==> config.mk <==
export PLATFORM = sky130hd
export DESIGN_NAME = sid_mixer_seq
export DESIGN_NICKNAME = d
export VERILOG_FILES = /design/src/rtl/sid_mixer_seq.sv
export SDC_FILE = /design/constraint.sdc
export NUM_CORES = 1
export LEC_CHECK = 0
export CORE_MARGIN = 2
export CORE_UTILIZATION = 54
export DETAILED_ROUTE_END_ITERATION = 12
export GPL_TIMING_DRIVEN = 0
export PLACE_DENSITY_LB_ADDON = 0.3
export SLEW_MARGIN = 20
export SYNTH_ARGS = -nofsm -noshare
export SYNTH_HDL_FRONTEND = slang
export SYNTH_SLANG_ARGS = --single-unit
==> constraint.sdc <==
create_clock -name clk -period 8.9 [get_ports clk]
set_input_delay 2.67 -clock clk [delete_from_list [all_inputs] [get_ports clk]]
set_output_delay 2.67 -clock clk [all_outputs]
set_load 0.05 [all_outputs]
==> src/rtl/sid_mixer_seq.sv <==
// sid_mixer_seq: time-multiplexed N-voice SID mixer with filter routing, DC offset, clipping and master volume.
// Optional SID_MIXER_DITHER_EN adds 1-LSB LFSR dither ahead of the volume shift.
module sid_mixer_seq #(
    parameter int NUM_VOICES = 3,
    parameter int VOICE_W    = 16,
    parameter int OUT_W      = 16,
    parameter int HEADROOM   = 3,
    parameter int DC_OFFSET  = -3746,
    parameter int BASE_ADDR  = 'h17
) (
    input  logic                          clk,
    input  logic                          iRstN,
    input  logic                          clkEn,
    input  logic                          iWE,
    input  logic [4:0]                    iAddr,
    input  logic [7:0]                    iDataW,
    input  logic [NUM_VOICES*VOICE_W-1:0] iVoices,
    input  logic [OUT_W-1:0]              iFiltLP,
    input  logic [OUT_W-1:0]              iFiltBP,
    input  logic [OUT_W-1:0]              iFiltHP,
    output logic [OUT_W-1:0]              oPreFilter,
    output logic                          oPreValid,
    output logic [OUT_W-1:0]              oOut,
    output logic                          oValid,
    output logic                          oBusy,
    output logic                          oOverrun
);
    localparam int ACC_W = OUT_W + 4;
    localparam int IW = NUM_VOICES > 1 ? $clog2(NUM_VOICES) : 1;
    localparam logic [4:0] A0 = 5'(BASE_ADDR);
    localparam logic signed [ACC_W-1:0] MAXV = {{(ACC_W-OUT_W+1){1'b0}}, {(OUT_W-1){1'b1}}};
    localparam logic signed [ACC_W-1:0] MINV = {{(ACC_W-OUT_W+1){1'b1}}, {(OUT_W-1){1'b0}}};
    localparam logic signed [ACC_W-1:0] DC = ACC_W'(DC_OFFSET);

    typedef enum logic [2:0] {IDLE, ACCUM, PRE, POST, VOL} state_t;
    state_t state, state_nxt;

    logic [IW-1:0]                   idx;
    logic [NUM_VOICES-1:0]           reg_filt, reg_mute, s_filt, s_mute;
    logic [2:0]                      reg_mode, s_mode;
    logic                            reg_off, s_off;
    logic [3:0]                      reg_vol, s_vol;
    logic [NUM_VOICES*VOICE_W-1:0]   s_voices;
    logic signed [VOICE_W-1:0]       vsel;
    logic signed [ACC_W-1:0]         filt_acc, byp_acc, filt_nxt, byp_nxt, v, post, prod;
    logic [OUT_W-1:0]                clipped;
    logic                            last, live;

    function automatic logic signed [ACC_W-1:0] ext(input logic [OUT_W-1:0] x);
        return {{(ACC_W-OUT_W){x[OUT_W-1]}}, x};
    endfunction

    function automatic logic [OUT_W-1:0] sat(input logic signed [ACC_W-1:0] a);
        return a > MAXV ? MAXV[OUT_W-1:0] : a < MINV ? MINV[OUT_W-1:0] : a[OUT_W-1:0];
    endfunction

    assign oBusy    = state != IDLE;
    assign oOverrun = clkEn && state != IDLE;

    // Live control registers; a running mix only sees the snapshot taken in IDLE.
    always_ff @(posedge clk or negedge iRstN) begin
        if (!iRstN) begin
            reg_filt <= '0;
            reg_mute <= '0;
            reg_mode <= '0;
            reg_off  <= 1'b0;
            reg_vol  <= 4'hF;
        end else if (iWE) begin
            if (iAddr == A0) reg_filt <= iDataW[NUM_VOICES-1:0];
            if (iAddr == A0 + 5'd1) {reg_off, reg_mode, reg_vol} <= iDataW;
            if (iAddr == A0 + 5'd2) reg_mute <= iDataW[NUM_VOICES-1:0];
        end
    end

    // State register.
    always_ff @(posedge clk or negedge iRstN) begin
        if (!iRstN) state <= IDLE;
        else state <= state_nxt;
    end

    // Sequencing: one voice per clk, then pre-filter, post-filter and volume steps.
    always_comb begin
        state_nxt = state;
        case (state)
            IDLE:    if (clkEn) state_nxt = ACCUM;
            ACCUM:   if (last) state_nxt = PRE;
            PRE:     state_nxt = POST;
            POST:    state_nxt = VOL;
            default: state_nxt = IDLE;
        endcase
    end

    // Per-voice routing, post-filter sum, clip and volume product.
    always_comb begin
        vsel     = s_voices[idx*VOICE_W +: VOICE_W];
        v        = $signed({{(ACC_W-VOICE_W){vsel[VOICE_W-1]}}, vsel}) >>> HEADROOM;
        live     = !s_mute[idx];
        last     = idx == IW'(NUM_VOICES - 1);
        filt_nxt = filt_acc + ((live && s_filt[idx]) ? v : '0);
        byp_nxt  = byp_acc + ((live && !s_filt[idx] && !(last && s_off)) ? v : '0);
        post     = byp_acc + DC + (s_mode[0] ? ext(iFiltLP) : '0)
                 + (s_mode[1] ? ext(iFiltBP) : '0) + (s_mode[2] ? ext(iFiltHP) : '0);
        clipped  = sat(post);
`ifdef SID_MIXER_DITHER_EN
        prod     = ext(clipped) * $signed({{(ACC_W-4){1'b0}}, s_vol})
                 + $signed({{(ACC_W-4){1'b0}}, lfsr[3:0]});
`else
        prod     = ext(clipped) * $signed({{(ACC_W-4){1'b0}}, s_vol});
`endif
    end

    // Snapshot, accumulation and registered outputs; a reset mid-sample drops the sample.
    always_ff @(posedge clk or negedge iRstN) begin
        if (!iRstN) begin
            idx        <= '0;
            s_filt     <= '0;
            s_mute     <= '0;
            s_mode     <= '0;
            s_off      <= 1'b0;
            s_vol      <= '0;
            s_voices   <= '0;
            filt_acc   <= '0;
            byp_acc    <= '0;
            oPreFilter <= '0;
            oOut       <= '0;
            oPreValid  <= 1'b0;
            oValid     <= 1'b0;
        end else begin
            oPreValid <= state == ACCUM && last;
            oValid    <= state == POST;
            if (state == IDLE && clkEn) begin
                s_voices <= iVoices;
                s_filt   <= reg_filt;
                s_mute   <= reg_mute;
                s_mode   <= reg_mode;
                s_off    <= reg_off;
                s_vol    <= reg_vol;
                filt_acc <= '0;
                byp_acc  <= '0;
                idx      <= '0;
            end
            if (state == ACCUM) begin
                filt_acc <= filt_nxt;
                byp_acc  <= byp_nxt;
                idx      <= idx + 1'b1;
                if (last) oPreFilter <= sat(filt_nxt);
            end
            if (state == POST) oOut <= prod[ACC_W-1:4];
        end
    end

`ifdef SID_MIXER_DITHER_EN
    logic [15:0] lfsr;

    // Dither source, stepped once per output sample.
    always_ff @(posedge clk or negedge iRstN) begin
        if (!iRstN) lfsr <= 16'hACE1;
        else if (state == POST) lfsr <= {lfsr[0] ^ lfsr[2] ^ lfsr[3] ^ lfsr[5], lfsr[15:1]};
    end
`endif
endmodule
==> impl_metrics.py, run 1 <==
metrics = {
    "global_route": {
        "grt_pass1_vias": 10993,
        "grt_max_degree": 102,
        "grt_pass1_wl_mm": 54.83,
        "gr-total-overflow": 0,
        "antenna_found_initial": 0,
        "grt.total_usage": 0.2854,
    },
    "timing": {
        "hold_viol_final": 0,
        "rsz0062_at_grt": "true",
        "worst_pin_slew_ns": 0.7406,
        "fmax_ghz": 0.1028,
        "finalSetupViolCount": 14,
        "setup_ws_ns": -0.8305,
        "timing.final.crit_share": 1.093,
        "period_needed_ns": 9.731,
        "finalClockSkew_ns": 0.02248,
        "max_slew_margin": 0.5044,
        "timing.final.max_slew_violations": 0,
    },
    "yosys": {
        "syn_inst": 1355,
        "post_synth_num_cell_types": 72,
        "ys_seq_area_frac": 0.2956,
        "synth_area_per_cell_um2": 9.135,
        "async_flop_share": 1.000,
        "syn_area_um2": 12380,
        "ys_warn_count": 0,
        "syn_nets": 1649,
        "synthFlopType": "dfrtp_1",
        "ys_ff_latch": 146,
        "synth_edf_count": 0,
    },
    "layout": {
        "final_nets": 1886,
        "diodes": 0,
        "finalNonFillerCells": 1890,
        "utilization": 0.7283,
        "final_cell_mix": "142 x dfrtp_1, 134 x nand2_1, 125 x inv_1",
        "syn_to_final_growth_pct": 32.81,
        "layout_commonest_cell": "dfrtp_1",
        "drive_gt1_frac": 0.2405,
    },
    "run_status": {
        "status": "complete, but fails checks",
        "violations": "negative setup slack",
    },
    "setup_path": {
        "worstSetupEndpointType": "register",
        "critPathLaunch": "iFiltLP[0]",
        "crit_top_cell": "fa_2",
        "cp.buffers_inverters": 9,
        "path_max_fanout": 6,
        "slowest_delay_ns": 0.55,
        "crit_family": "adder cells",
        "r2r_start": "s_mode[1]$_DFFE_PN0P_",
        "path_class": "in -> reg",
        "required_ns": 9.28,
        "cp_slowest_cell": "fa_1",
        "critPathArrivalTime_ns": 10.11,
        "cp-start-kind": "primary input",
    },
    "floorplan": {
        "start_util": 0.5484,
        "chipWidth_um": 155.4,
        "die-area_um2": 24150,
        "core_area_um2": 22570,
        "die_h_um": 155.4,
        "rows": 55,
        "boundaryPins": 149,
    },
    "place": {
        "dp.final_hpwl_mm": 24.59,
        "placed_cells": 1780,
        "portBuffers": 139,
        "finalWeightedCongestion": 0.9251,
    },
    "min_path": {
        "hp-class": "reg -> reg",
        "min_from": "oPreFilter[15]$_DFFE_PN0P_",
    },
    "clock_tree": {
        "cts-hold-fix-buffers": 0,
        "numCtsBuffers": 17,
        "cts_tree": "built",
        "root_buffer": "clkbuf_16",
        "clk_pin_slew_ns": 0.08,
        "clock_latency_ns": 0.44,
        "ctsLongestPathBuffers": 2,
        "cts_sinks": 146,
        "h-tree-depth": 4,
    },
    "drt": {
        "ant_nets": 0,
        "wl_mm": 36.63,
        "first_iter_violations": 757,
        "vias": 11080,
        "detail_route.first_pass.iterations": 5,
        "wl_per_cell_um": 19.38,
        "via_per_inst": 5.862,
        "drcViolationCount": 0,
    },
    "flow_run": {
        "maxCapViolCount": 0,
    },
}
==> state kept, by name, summed over array words and instances (netlist names), 4 cells and up <==
signal      count
s_voices       39
byp_acc        20
filt_acc       20
oOut           16
oPreFilter     16
reg_vol         4
s_vol           4
==> metal layers <==
metal | vias to the layer above | global-route usage | routed length [um]
li1 | 5039 | - | -
met1 | 5452 | 0.3581 | 14300
met2 | 474 | 0.5084 | 18480
met3 | 115 | 0.04568 | 2403
met4 | 0 | 0.08475 | 1450
met5 | - | 0 | 0
==> synthesized netlist by cell type, drive strengths merged (4+ instances only) <==
library cell / n / area (um2)
buf: 15 / 72.57
nor4: 4 / 25.02
a211oi: 7 / 62.56
a21o: 29 / 217.7
a21oi: 69 / 352.8
or2: 5 / 31.28
inv: 150 / 563.0
nor3b: 8 / 60.06
clkbuf: 31 / 116.4
nor2b: 13 / 81.33
xnor2: 36 / 322.8
and3: 8 / 50.05
o2111ai: 4 / 35.03
o21bai: 6 / 45.04
and2: 60 / 377.9
fa: 71 / 1421
o21a: 9 / 67.56
nand2b: 15 / 93.84
dfrtp: 142 / 3553
o31ai: 4 / 35.03
dfstp: 4 / 105.1
mux2: 67 / 754.5
nand2: 150 / 565.6
xor2: 25 / 219.0
o21ai: 80 / 404.1
o211ai: 5 / 37.54
nor3: 11 / 55.05
mux2i: 18 / 180.2
a31oi: 6 / 43.79
ha: 110 / 1376
nand3: 55 / 275.3
nor2: 92 / 345.3
==> area by class of cell <==
class	instances	area, um2
multi-input combinational	1013	9057
fill	1554	6132
sequential	146	3659
timing repair buffer	219	2009
inverter	150	565.5
clock buffer	20	436.7
tap	285	356.6
buffer	45	206.4
clock inverter	12	148.9
==> kinds of logic (layout without fill, tap and decap cells) <==
family | count (synthesis) | count (layout) | synth area share
AO/OA/AOI/OAI | 247 | 247 | 0.1266
flip-flops | 146 | 146 | 0.2956
AND/OR/NAND/NOR | 438 | 438 | 0.1700
adder cells (fa/ha/maj) | 181 | 181 | 0.2260
multiplexers | 85 | 85 | 0.07551
buffers and inverters | 196 | 446 | 0.06075
XOR/XNOR | 62 | 62 | 0.04559
==> per-stage QoR <==
step	area [um2]	hold slack, ns	setup TNS (ns)	worst slack (ns)
after floorplan	12600	0.4670	-4.675	-0.5018
after global placement	14350	0.4624	-114.22	-1.512
after detailed placement	14380	0.4702	-22.47	-1.645
after CTS	15930	0.4844	-6.068	-0.5557
after global routing	16440	0.5003	-11.30	-0.9485
final	16440	0.4825	-9.073	-0.8305
==> worst register-to-register path: cells and delay by family (launching register included) <==
kind            cells  cell delay [ns]
fa+ha+maj           8             3.32
flops               1             0.63
buf+inv             8             1.41
compound gates      8             1.38
simple gates        7             1.93
==> what timing repair did <==
item                       4_1_cts  5_1_grt
setup endpoints to repair       16       16
setup buffers                   52       27
resized for setup              175       75
pin swaps                       94       57
==> path summary, 6_finish.rpt <==
path / endpoint / slack [ns] / depth (start not counted)
setup / recovery: oOut[14]$_DFFE_PN0P_ / -0.83 / 33
hold / removal: oPreFilter[15]$_DFFE_PN0P_ / 0.48 / 2
setup reg to reg: oOut[14]$_DFFE_PN0P_ / 0.20 / 31
hold reg to reg: oPreFilter[15]$_DFFE_PN0P_ / 0.48 / 2
max in group asynchronous: byp_acc[11]$_DFFE_PN0P_ / 5.93 / 2
min in group asynchronous: s_voices[42]$_DFFE_PN0P_ / 2.12 / 1
Power of run 1 is not shown: default switching activity piles up to over one toggle a cycle in this logic, so the estimate is an artifact.
==> run 2, diff against run 1 <==
--- a/config.mk
+++ b/config.mk
@@ -10,6 +10,7 @@
 export DETAILED_ROUTE_END_ITERATION = 12
 export GPL_TIMING_DRIVEN = 0
 export PLACE_DENSITY_LB_ADDON = 0.3
+export SKIP_CTS_REPAIR_TIMING = 1
 export SLEW_MARGIN = 20
 export SYNTH_ARGS = -nofsm -noshare
 export SYNTH_HDL_FRONTEND = slang
==> impl_metrics.py, run 2 (synthesis results as in run 1) <==
metrics = {
    "run_status": {
        "status": "complete, but fails checks",
        "violations": "negative setup slack",
    },
    "clock_tree": {
        "clock_latency_ns": 0.45,
        "root_buffer": "clkbuf_16",
        "clk_pin_slew_ns": 0.08,
        "cts_sinks": 146,
        "numCtsBuffers": 17,
        "h-tree-depth": 4,
        "ctsLongestPathBuffers": 2,
        "cts_tree": "built",
    },
    "setup_path": {
        "r2r_start": "s_mode[1]$_DFFE_PN0P_",
        "cp_slowest_cell": "or4_4",
        "reg2reg_slack_ns": 0.30,
        "path_max_fanout": 5,
        "worstSetupEndpointType": "register",
        "cp-start-kind": "primary input",
        "crit_top_cell": "fa_1",
        "r2r-end": "oOut[14]$_DFFE_PN0P_",
        "required_ns": 9.28,
        "slowest_delay_ns": 0.60,
        "reg2reg_depth": 32,
        "critPathArrivalTime_ns": 10.13,
        "path_class": "in -> reg",
    },
    "global_route": {
        "grt_pass1_wl_mm": 51.06,
        "met2_usage": 0.4629,
        "met1_usage": 0.3441,
        "grt.total_usage": 0.2650,
        "grt_max_degree": 102,
        "gr-total-overflow": 0,
        "grt_pass1_vias": 10354,
        "antenna_found_initial": 0,
        "grtUsageMet3": 0.04095,
        "top_usage_layer": "met2",
    },
    "timing": {
        "finalClockSkew_ns": 0.03087,
        "setup_ws_ns": -0.8419,
        "setup_tns_ns": -8.940,
        "period_needed_ns": 9.742,
        "max_slew_margin": 0.4977,
        "fmax_ghz": 0.1026,
        "hold_viol_final": 0,
        "worst_pin_slew_ns": 0.7535,
        "timing.final.max_slew_violations": 0,
        "finalSetupViolCount": 14,
        "timing.final.crit_share": 1.095,
        "rsz0062_at_grt": "true",
    },
    "drt": {
        "wl_mm": 34.56,
        "drcViolationCount": 0,
        "via_per_inst": 5.724,
        "ant_nets": 0,
        "wl_per_cell_um": 18.57,
        "detail_route.first_pass.iterations": 7,
        "first_iter_violations": 642,
        "vias": 10653,
    },
    "layout": {
        "fin_area_um2": 16240,
        "layout_commonest_cell": "dfrtp_1",
        "largest_register_ffs": 39,
        "drive_gt1_frac": 0.2126,
        "diodes": 0,
        "final_cell_mix": "142 x dfrtp_1, 132 x nand2_1, 128 x inv_1",
        "final_nets": 1857,
        "top_regs": "s_voices x39, byp_acc x20, filt_acc x20",
        "syn_to_final_growth_pct": 31.23,
        "finalNonFillerCells": 1861,
        "largest_register": "s_voices",
    },
    "flow_run": {
        "maxCapViolCount": 0,
    },
    "floorplan": {
        "chipWidth_um": 155.4,
        "die_h_um": 155.4,
        "core_area_um2": 22570,
        "die-area_um2": 24150,
        "start_util": 0.5484,
        "boundaryPins": 149,
        "rows": 55,
    },
    "place": {
        "finalWeightedCongestion": 0.9251,
        "dp.final_hpwl_mm": 24.59,
        "portBuffers": 139,
        "placed_cells": 1780,
        "place_ws_ns": -1.645,
        "placed_area_um2": 14380,
    },
    "min_path": {
        "min_to": "oPreFilter[15]$_DFFE_PN0P_",
        "hold_depth": 2,
        "hp-class": "reg -> reg",
        "min_from": "oPreFilter[15]$_DFFE_PN0P_",
    },
}
-- run 2: cell count changes in the layout (fill, tap and decap cells not counted), moves of 4 or more --
cell	delta
dlymetal6s2s_1	+18
ha_1	+5
and2_1	+8
dlygate4sd2_1	-10
ha_4	-5
buf_2	-6
and2_4	-8
buf_4	-35
o21ai_1	-4
-- run 2: worst max path at each step --
stage	from	end	slack (ns)	depth (start not counted)
final	iFiltBP[8]	oOut[14]$_DFFE_PN0P_	-0.84	31
after global placement	iFiltBP[7]	oOut[8]$_DFFE_PN0P_	-1.51	30
after detailed placement	iFiltBP[7]	oOut[14]$_DFFE_PN0P_	-1.64	31
after CTS	iFiltBP[7]	oOut[14]$_DFFE_PN0P_	-1.22	32
after floorplan	iFiltLP[0]	oOut[14]$_DFFE_PN0P_	-0.50	33
after global routing	iFiltLP[14]	oOut[15]$_DFFE_PN0P_	-1.09	32
-- run 2: critical path: cells and delay by family --
kind | cells | cell delay, ns
AOI/OAI and AO/OA | 7 | 1.19
adders and majority gates | 7 | 3.03
buffers and inverters | 6 | 0.88
and+or+nand+nor | 11 | 2.34
-- run 2: final cells by class --
type / count / area (um2)
buffer: 46 / 217.7
inverter: 150 / 563.0
timing repair buffer: 189 / 1916
multi-input combinational: 1013 / 8947
sequential: 146 / 3659
fill: 1614 / 6327
clock buffer: 20 / 436.7
tap: 285 / 356.6
clock inverter: 12 / 148.9
-- run 2: layer usage --
layer  up-vias  share of wire  routed length (um)
met5         -              0                   0
met4         0          0.029                 991
met3        76          0.053                1827
met2       342           0.51               17530
met1      5267           0.41               14210
li1       4968              -                   -
-- run 2: stage by stage --
| stage | hold WS (ns) | util |
|---|---|---|
| after detailed placement | 0.4702 | 0.6373 |
| after CTS | 0.4844 | 0.6632 |
| final | 0.4825 | 0.7197 |
| after floorplan | 0.4670 | - |
| after global placement | 0.4624 | 0.6358 |
| after global routing | 0.5003 | 0.7197 |
Power of run 2 is left out for the same reason.
